File: src/rtl/sram_mixed.sv
// Behavioural view of the single-port, read-first SRAM macro.
// One access per rising edge; dout is registered and a write returns the old word.
module sram_mixed #(
    parameter int DATA_WIDTH = 8,
    parameter int ADDR_WIDTH = 4
) (
    input  logic                  clk,
    input  logic                  rst,
    input  logic                  we,
    input  logic [ADDR_WIDTH-1:0] addr,
    input  logic [DATA_WIDTH-1:0] din,
    output logic [DATA_WIDTH-1:0] dout
);

    localparam int DEPTH = 2 ** ADDR_WIDTH;

    logic [DATA_WIDTH-1:0] mem [DEPTH];

    // Unknown we drives dout to X and leaves mem untouched; an unknown addr
    // matches no word on the per-word write compare and reads back as X.
    always_ff @(posedge clk or posedge rst) begin
        if (rst) begin
            dout <= '0;
            for (int i = 0; i < DEPTH; i++) begin
                mem[i] <= '0;
            end
        end else begin
            case (we)
                1'b1: begin
                    dout <= mem[addr];
                    for (int i = 0; i < DEPTH; i++) begin
                        if (addr == ADDR_WIDTH'(i)) begin
                            mem[i] <= din;
                        end
                    end
                end
                1'b0: begin
                    dout <= mem[addr];
                end
                default: begin
                    dout <= 'x;
                end
            endcase
        end
    end

endmodule

File: config.mk
export PLATFORM = sky130hd
export DESIGN_NAME = sram_mixed
export DESIGN_NICKNAME = d
export VERILOG_FILES = /design/src/rtl/sram_mixed.sv
export SDC_FILE = /design/constraint.sdc
export NUM_CORES = 1
export LEC_CHECK = 0
export BUFFER_PORTS_ARGS = -buffer_cell sky130_fd_sc_hd__buf_2
export CAP_MARGIN = 0
export CORE_MARGIN = 3
export CORE_UTILIZATION = 52
export DETAILED_ROUTE_END_ITERATION = 8
export PLACE_DENSITY = 0.69
export SLEW_MARGIN = 30
export SYNTH_ARGS = -nofsm -noshare
export SYNTH_HDL_FRONTEND = slang
export SYNTH_SLANG_ARGS = --single-unit
File: constraint.sdc
create_clock -name clk -period 4.8 [get_ports clk]
set_input_delay 0.72 -clock clk [delete_from_list [all_inputs] [get_ports clk]]
set_output_delay 0.72 -clock clk [all_outputs]
set_load 0.01 [all_outputs]
Word-level counts from Yosys, hierarchy flattened
Index checks and enable logic that the tools add are counted.
Operators by class
  equal/unequal tests: 15
  $lt $le $gt $ge: 1
  mux-type cells: 3
  reduce and logical (&&, ||, !) cells: 17
  bitwise gates (word level): 1
Operators by type and width (count)
  binary-select mux 8 bit (select 4 bit): 1
  equality test 4 bit (second input constant): 8
  AND reduction 2 bit: 16
  equality test 4 x 3 -> 1 bit (second input constant): 4
  two-way mux 8 bit: 2
  equality test 4 x 2 -> 1 bit (second input constant): 2
  >= comparator 5 bit (second input constant): 1
  NOT 4 -> 5 bit: 1
  equality test 4 x 1 -> 1 bit (second input constant): 1
  logical NOT 4 bit: 1
Storage, ports and cells
  logic and storage cells: 54
  output and inout bits: 8
  input port bits: 15
  register bits: 136

Logic depth before layout (Yosys ltp)
Gate-level depths: netlist of the first run.
  depth after elaboration: 4
  mapped depth: 6
  mapped depth without buffers: 3

Least setup slack after synthesis of the first run
No wires, ideal clock.
  path type: input-to-reg
  from: in addr[0]
  to: reg dout[5]
  data arrival time: 1884 ps
  buffers on the path: 2
  stages: 5
  library setup time: 124 ps
  required time: 4676 ps
  path slack: 2792 ps
  path through: buf_2 -> buf_2 -> mux4_2 -> a22oi_1 -> nand2_1
On the way
  longest elaborated chain between the ends: 4
Ends and longest elaborated chain
  start: declaration: line 10  | input logic [ADDR_WIDTH-1:0] addr,
  NOT 4 -> 5 bit (not written as such): line 30, 38
  binary-select mux 8 bit (select 4 bit): line 30, 38
  two-way mux 8 bit (not written as such) (2 in series): line 30, 38
  end signal: assignment: line 30  | dout <= mem[addr];
  end signal: assignment: line 38  | dout <= mem[addr];
  end: declaration: line 12  | output logic [DATA_WIDTH-1:0] dout
Every way passes these cells. The select of a mux whose other input is x is not followed.
A chain may end at the register's enable or synchronous reset.

Worst setup path after layout of the first run
  from: in addr[1]
  to: reg mem[98] in the netlist's numbering
On the way
  longest elaborated chain between the ends: 2
Ends and longest elaborated chain
  equality test 4 x 2 -> 1 bit: line 32  | if (addr == ADDR_WIDTH'(i)) begin
  AND reduction 2 bit (no source line)
  end signal: indexed assignment: line 33  | mem[i] <= din;
  end: declaration: line 17  | logic [DATA_WIDTH-1:0] mem [DEPTH];
Every way passes these cells.

==> impl_metrics.json, run 1 <==
{
  "wl_um": 12320,
  "crit_path_max_incr_delay_ps": 640,
  "fin_setup_tns_ps": 0,
  "hold_ws_ps": 434.9,
  "layout_min_cycle_time_ps": 2207,
  "gr-total-overflow": 0,
  "start_util": 0.5438,
  "nets": 408,
  "async_reset_ff_frac": 1.000,
  "cts_setup_buffers": 0,
  "synth_area_leaders": "dfrtp_1 (56%), mux2_2 (21%), mux4_2 (12%)",
  "cp_cell_sequence": "buf_2 -> nand2_1 -> nor2b_1 -> mux2_2",
  "routedWlPerCell_um": 22.55,
  "worst_setup_path_start_kind": "input pin",
  "timing.rr.start": "mem[96]",
  "postCtsResizedCells": 0,
  "arrival_ps": 2500,
  "r2r_setup_slack_ps": 3330,
  "hold_violations": 0,
  "outcome": "complete, no violations",
  "nFillCells": 838,
  "synth_cell_types": 22,
  "grt_pass1_wl_um": 20260,
  "reg2reg_to": "dout[0]",
  "netlist_top_cells_count": "dfrtp_1 (136), mux2_2 (112), mux4_2 (32)",
  "num_rows": 38,
  "dr_wl_met2_um": 5894,
  "pwr-share-seq": 0.462,
  "wl_met3_um": 599,
  "timing.final.crit_share": 0.4597,
  "dieArea_mm2": 0.01291,
  "antennaDiodeCount": 0,
  "grt_max_degree": 105,
  "yosys_warnings": 0,
  "clockRootBuffer": "clkbuf_16",
  "postCtsHoldBufs": 0,
  "maxCapViolCount": 0,
  "finClkSkew_ps": 6.625,
  "io_pins": 23,
  "critPathSlowestCell": "nor2b_1",
  "synth-main-ff-cell": "dfrtp_1",
  "drt-vias-per-instance": 5.962,
  "clkLatencyLatePin_ps": 410,
  "final_core_utilization": 0.6143,
  "synth_top_cell_by_area": "dfrtp_1",
  "multi_input_area_mm2": 0.002486,
  "internal_power_mw": 2.566,
  "worst_slack_ps": 2593,
  "synth_most_common_cell": "dfrtp_1",
  "drive_gt1_frac": 0.5222,
  "die_h_um": 113.6,
  "hold_path.class": "in2async",
  "first_global_vias": 3496,
  "setup_viol": 0,
  "avgSynthCellArea_um2": 16.11,
  "cts_buffer_depth": 2,
  "path_class": "in2reg",
  "yosysSeqAreaShare": 0.5649,
  "topRoutingLayerUsed": "met4",
  "core_mm2": 0.01108,
  "switchingPower_uw": 783.8,
  "cp_top_family": "simple AND/OR/NAND/NOR gates",
  "pwr_density_cell_mw_per_mm2": 492.3,
  "synth_edf_count": 0,
  "dp_hpwl_um": 7804,
  "cts.htree.levels": 4,
  "switching_share": 0.2340,
  "place_congestion": 0.7422,
  "rsz0062_at_grt": "no",
  "syn_nets": 389,
  "wl_met1_um": 5692,
  "p_comb_frac": 0.154,
  "cp_num_buf_inv": 1,
  "crit_path_end_kind": "register",
  "drc": 0,
  "p_leak_nw": 2.946,
  "reg2regPathDepth": 3,
  "drt_first_pass_iters": 4,
  "die_w_um": 113.6,
  "max_freq_ghz": 0.4532,
  "pre_cts_ws_ps": 1801,
  "track_usage": 0.2136,
  "ant_nets": 0,
  "yosysTopAreaCellShare": 0.5649,
  "syn_area_mm2": 0.006025,
  "cp_max_fo": 22,
  "crit_required_ps": 5090,
  "clock_power_share": 0.384,
  "maxSlewHeadroom": 0.4865,
  "cts_tree": "built",
  "worst_pin_slew_ps": 767.4,
  "seq_area_mm2": 0.003403,
  "port_buffers": 22,
  "peakVddDrop_mv": 0.3182,
  "via_count": 3255,
  "cts_sinks": 136,
  "clk_pin_slew_ps": 60,
  "drt_iter0_drc": 223,
  "ys_ff_latch": 136,
  "synthCells": 374,
  "drv_slew": 0,
  "antenna_found_initial": 0,
  "cts_buffers": 17,
  "syn_to_final_growth_pct": 12.96
}
-- layout by cell type, fill, tap and decap left out, types with 4 or more instances in the layout --
cell type  instances
a22oi_1           16
nand2b_1           5
nand2_1           10
clkbuf_8           5
mux2_1            16
clkbuf_16         17
dfrtp_1          136
mux4_2            32
buf_4              4
nor2_2             9
clkinv_2           5
buf_2             21
mux2_2           112
-- sequential cells by signal, indices dropped and copies added, names as in the netlist --
name,cells
mem,128
dout,8
-- power groups by stage --
stage                     Clock, mW  Combinational [mW]  Sequential [mW]
after floorplan                   0               0.412             1.52
after global placement            0               0.501             1.55
after detailed placement          0               0.520             1.57
after CTS                      1.32               0.523             1.55
after global routing           1.37               0.566             1.58
final                          1.29               0.516             1.55
-- logic make-up after synthesis --
group | synth area share
buffers and inverters | 0.02243
muxes | 0.3589
DFF | 0.5649
and+or+nand+nor | 0.03385
AOI/OAI and AO/OA | 0.01994
-- cell type report --
type                            instances  area share
Clock buffer                           24     0.07373
Clock inverter                          8     0.01361
Inverter                                1    0.001655
Multi-Input combinational cell        212      0.3653
Sequential cell                       136      0.5001
Tap cell                              140     0.02574
Timing Repair Buffer                   25     0.01986
-- per-layer routing --
| metal | up-vias | track usage |
|---|---|---|
| met1 | 1747 | 0.3085 |
| met5 | - | 0 |
| li1 | 1426 | - |
| met3 | 8 | 0.05995 |
| met4 | 0 | 0.06731 |
| met2 | 74 | 0.3176 |
-- worst register-to-register path, stage by stage, from the launching register on --
cell	delay, ps
dfrtp_1	390
mux4_2	490
a22oi_1	340
nand2_1	120
-- worst max-delay path by stage --
stage	start	to	cells past startpoint
floorplan	rst	dout[0]	1
global placement	addr[0]	mem[102]	4
detailed placement	addr[0]	mem[100]	4
CTS	addr[0]	mem[100]	4
global route	addr[0]	mem[96]	4
finish	addr[1]	mem[98]	4
-- stage by stage --
| stage | cell area [µm²] | power (mW) | std cells |
|---|---|---|---|
| floorplan | 6025 | 1.936 | 374 |
| global placement | 6206 | 2.055 | 514 |
| detailed placement | 6206 | 2.087 | 514 |
| CTS | 6800 | 3.387 | 546 |
| global route | 6805 | 3.519 | 546 |
| finish | 6805 | 3.350 | 546 |
No activity file was read; power rests on OpenSTA's default activity.
==> run 2: changes to the inputs <==
ABC_AREA = 1   (was default)
clock period = 2.1 ns   (was 4.8 ns; I/O delays follow)
==> impl_metrics.json, run 2 <==
{
  "synthSimpleGateAreaFrac": 0.3024,
  "outcome": "complete, no violations",
  "drt-vias-per-instance": 5.249,
  "num_rows": 39,
  "cp_top_family": "buffers and inverters",
  "die_w_um": 115.6,
  "hold_ws_ps": 93.15,
  "drt_iter0_drc": 543,
  "routedWlPerCell_um": 15.47,
  "die_h_um": 115.6,
  "clkLatencyLatePin_ps": 420,
  "synth_top_cell_by_area": "dfrtp_1",
  "final_cells": 1011,
  "final_cell_area_mm2": 0.007084,
  "synth_most_common_cell": "nand2_1",
  "dp_hpwl_um": 9992,
  "antennaDiodeCount": 0,
  "layout_common_cells": "nand2_1 (434), dfrtp_1 (136), nor2_1 (53), a21oi_1 (48), o21ai_0 (46)",
  "netlist_top_cells_count": "nand2_1 (434), dfrtp_1 (136), nor2_1 (53)",
  "avgSynthCellArea_um2": 7.448,
  "synthCells": 839,
  "syn_area_mm2": 0.006248,
  "via_count": 5307,
  "crit_path_max_incr_delay_ps": 350,
  "worst_slack_ps": 693.5,
  "drive_gt1_frac": 0.09562,
  "path_class": "in2reg",
  "p_leak_nw": 3.755,
  "hold_path.class": "in2async",
  "synth_cell_types": 16,
  "cts_setup_buffers": 0,
  "start_util": 0.5403,
  "reg2regPathDepth": 8,
  "first_global_vias": 5162,
  "final_core_utilization": 0.6126,
  "seq_area_mm2": 0.003403,
  "syn_to_final_growth_pct": 13.38,
  "dieArea_mm2": 0.01337,
  "peakVddDrop_mv": 0.6931,
  "p_total_mw": 7.548,
  "pre_cts_ws_ps": 287.8,
  "postCtsHoldBufs": 0,
  "yosysSeqAreaShare": 0.5447,
  "grt_max_degree": 137,
  "io_pins": 23,
  "path_depth": 8,
  "timing.final.crit_share": 0.6697,
  "antenna_found_initial": 0,
  "critPathSlowestCell": "buf_4",
  "clockRootBuffer": "clkbuf_16",
  "clk_pin_slew_ps": 60,
  "reg_top3": "mem: 128 flops, dout: 8 flops",
  "maxCapViolCount": 0,
  "ant_nets": 0,
  "rsz0062_at_grt": "no",
  "finClkSkew_ps": 8.525,
  "yosys_warnings": 0,
  "ys_ff_latch": 136,
  "yosysTopAreaCellShare": 0.5447,
  "cts_sinks": 136,
  "nFillCells": 1050,
  "multi_input_area_mm2": 0.002530,
  "port_buffers": 22,
  "placedCellCount": 979,
  "synth_top_family_by_area": "simple AND/OR/NAND/NOR gates",
  "synth_edf_count": 0,
  "worst_setup_path_start_kind": "input pin",
  "max_freq_ghz": 0.7110,
  "synth.area.mux_share": 0,
  "arrival_ps": 1750,
  "syn_nets": 854,
  "largest_reg_flops": 128,
  "cp_max_fo": 34,
  "cts_buffers": 17,
  "synth_compound_area_frac": 0.1025,
  "crit_top_cell": "buf_4",
  "wl_um": 15640,
  "worst_pin_slew_ps": 735.5,
  "drt_first_pass_iters": 5,
  "gr-total-overflow": 0,
  "yosys.area_share.adder": 0,
  "synth_xor_area_frac": 0,
  "cts_tree": "built",
  "placedInstanceArea_mm2": 0.006524,
  "nets": 870,
  "layout_min_cycle_time_ps": 1406,
  "cts.htree.levels": 4,
  "track_usage": 0.2552,
  "place_congestion": 0.8395,
  "pwr_density_cell_mw_per_mm2": 1065,
  "crit_path_end_kind": "register",
  "async_reset_ff_frac": 1.000,
  "drc": 0,
  "grt_pass1_wl_um": 25940,
  "postCtsResizedCells": 0,
  "cts_buffer_depth": 2,
  "synth_area_leaders": "dfrtp_1 (54%), nand2_1 (26%), a21oi_1 (3.8%)",
  "setup_viol": 0,
  "fin_setup_tns_ps": 0,
  "cp_num_buf_inv": 4,
  "drv_slew": 0,
  "core_mm2": 0.01156,
  "cp_cell_sequence": "buf_2 -> inv_2 -> buf_4 -> nand3_1 -> nor2_2 -> buf_4 -> nor2_1 -> a21oi_1",
  "crit_required_ps": 2440,
  "synth-main-ff-cell": "dfrtp_1",
  "maxSlewHeadroom": 0.5091,
  "final_common_cell": "nand2_1",
  "top_register": "mem",
  "hold_violations": 0
}
run 2: tightest hold or removal path, delay by kind of cell:
kind	cells	cell delay (ps)
buffers and inverters	3	690
run 2: final timing paths:
| kind | startpoint | endpoint | slack (ps) |
|---|---|---|---|
| max in group asynchronous | rst | mem[49] | 1480 |
| setup / recovery | addr[1] | mem[54] | 690 |
| setup reg to reg | mem[31] | dout[7] | 1070 |
| min in group clk | din[5] | mem[77] | 380 |
| hold / removal | rst | mem[65] | 90 |
| hold reg to reg | mem[120] | mem[120] | 480 |
run 2: area by class of cell:
| cell class | count | area share |
|---|---|---|
| flip-flops and latches | 136 | 0.4804 |
| repair buffers | 44 | 0.04062 |
| inverters | 32 | 0.01749 |
| clock inverters | 9 | 0.01024 |
| clock buffers | 23 | 0.06888 |
| well taps | 143 | 0.02526 |
| multi-input cells | 624 | 0.3571 |
run 2: power by group:
group / internal, mW / switching, mW
clock network: 1.74 / 1.06
logic: 0.485 / 0.778
registers: 3.19 / 0.305
run 2: metal layers:
layer	vias up	track usage	part of all wire
met2	146	0.4012	0.48
li1	2630	-	-
met3	30	0.05535	0.044
met4	0	0.1060	0.023
met5	-	0	0
met1	2501	0.3467	0.45
run 2: kinds of logic (layout without fill, tap and decap cells):
| family | after synthesis | after routing |
|---|---|---|
| buffers and inverters | 79 | 108 |
| and+or+nand+nor | 496 | 496 |
| DFF | 136 | 136 |
| AOI/OAI and AO/OA | 128 | 128 |
==> run 3: changes to the inputs <==
ABC_AREA = 0   (was 1)
PLACE_DENSITY = 0.72   (was 0.69)
clock period = 1.2 ns   (was 2.1 ns; I/O delays follow)
==> impl_metrics.json, run 3 (synthesis gave the netlist of run 1 again) <==
{
  "reg_top3": "mem: 128 flops, dout: 8 flops",
  "via_count": 3434,
  "antenna_found_initial": 0,
  "first_global_vias": 3961,
  "largest_reg_flops": 128,
  "clkLatencyLatePin_ps": 420,
  "multi_input_area_mm2": 0.002704,
  "worst_slack_ps": -114.0,
  "worst_setup_path_start_kind": "register",
  "cp_top_family": "multiplexers",
  "violations": "setup timing",
  "hold_violations": 0,
  "cts.htree.levels": 4,
  "seq_area_mm2": 0.003403,
  "min_from": "din[6]",
  "finClkSkew_ps": 10.41,
  "arrival_ps": 1610,
  "antennaDiodeCount": 0,
  "pre_cts_ws_ps": -473.2,
  "max_freq_ghz": 0.7611,
  "drive_gt1_frac": 0.6330,
  "drt-vias-per-instance": 5.771,
  "track_usage": 0.2268,
  "setup_viol": 8,
  "worst_pin_slew_ps": 870.0,
  "peakVddDrop_mv": 1.492,
  "crit_path_end_kind": "register",
  "maxCapViolCount": 0,
  "nFillCells": 744,
  "timing.final.crit_share": 1.095,
  "syn_to_final_growth_pct": 27.64,
  "maxSlewHeadroom": 0.4178,
  "grt_max_degree": 33,
  "fin_setup_tns_ps": -608.4,
  "layout_min_cycle_time_ps": 1314,
  "p_leak_nw": 3.410,
  "layout_common_cells": "dfrtp_1 (136), mux2_2 (96), buf_4 (35), mux4_2 (32), mux2_4 (30)",
  "critPathSlowestCell": "mux4_2",
  "crit_path_max_incr_delay_ps": 510,
  "port_buffers": 22,
  "hold_path.class": "in2reg",
  "hold_depth": 2,
  "clk_pin_slew_ps": 60,
  "gr-total-overflow": 0,
  "p_total_mw": 14.79,
  "drv_slew": 0,
  "path_class": "reg2reg",
  "drt_iter0_drc": 238,
  "top_register": "mem",
  "start_util": 0.5438,
  "reg2regPathDepth": 3,
  "wl_um": 13450,
  "place_congestion": 0.7940,
  "crit_required_ps": 1500,
  "drc": 0,
  "whs_endpoint": "mem[54]",
  "dp_hpwl_um": 8871,
  "cp_cell_sequence": "mux4_2 -> a22oi_2 -> nand2_1",
  "cp_max_fo": 2,
  "reg2reg_to": "dout[6]",
  "routedWlPerCell_um": 22.61,
  "die_w_um": 113.6,
  "r2r_setup_slack_ps": -110,
  "clockRootBuffer": "clkbuf_16",
  "ant_nets": 0,
  "rsz0062_at_grt": "yes",
  "pwr_density_cell_mw_per_mm2": 1923,
  "die_h_um": 113.6,
  "grt_pass1_wl_um": 21910,
  "cp_num_buf_inv": 0,
  "cts_buffer_depth": 2,
  "num_rows": 38,
  "outcome": "finished, violations left",
  "final_common_cell": "dfrtp_1",
  "cts_buffers": 17,
  "core_mm2": 0.01108,
  "cts_tree": "built",
  "timing.rr.start": "mem[102]",
  "cts_sinks": 136,
  "io_pins": 23,
  "drt_first_pass_iters": 4,
  "nets": 457,
  "dieArea_mm2": 0.01291
}
-- run 3: report_power, final --
part           total [mW]  internal, mW  switching, mW
sequential           6.24          5.67          0.577
clock                6.07          4.12           1.95
combinational        2.48          1.59          0.884
-- run 3: worst max-delay path by stage --
stage	slack [ps]	cells past startpoint	startpoint	to
5_1_grt	-160	3	mem[99]	dout[3]
2_1_floorplan	-670	1	rst	dout[0]
3_3_place_gp	-470	5	addr[0]	dout[1]
6_report	-110	3	mem[102]	dout[6]
4_1_cts	-110	3	mem[102]	dout[6]
3_5_place_dp	-470	5	addr[0]	dout[4]
-- run 3: layout make-up --
| type | instances | area share |
|---|---|---|
| clock buffers | 21 | 0.06248 |
| clock inverters | 11 | 0.02815 |
| inverters | 1 | 0.0009762 |
| multi-input cells | 212 | 0.3516 |
| flip-flops and latches | 136 | 0.4426 |
| well taps | 140 | 0.02278 |
| repair buffers | 74 | 0.09144 |
-- run 3: per-layer routing --
layer,track usage,part of all wire,up-vias
li1,-,-,1526
met3,0.05464,0.056,19
met1,0.3139,0.44,1804
met4,0.07933,0.014,0
met5,0,0,-
met2,0.3545,0.49,85
-- run 3: repair_timing --
action                                 CTS  global route
setup endpoints to repair               10             8
gates cloned                             0             0
hold buffers                             1             0
pin swaps                                6             2
endpoints found under the hold margin   60             0
buffers inserted                         2             1
resized for setup                        8             0
-- run 3: stage by stage --
step                      cell area, µm²  hold slack, ps  utilization  instances
final                               7690           259.7       0.6942        595
after global routing                7690           273.1       0.6942        595
after CTS                           7682           247.2       0.6935        594
after detailed placement            6923           241.9       0.6249        559
after global placement              6923           239.1       0.6249        559
after floorplan                     6272           328.1            -        374
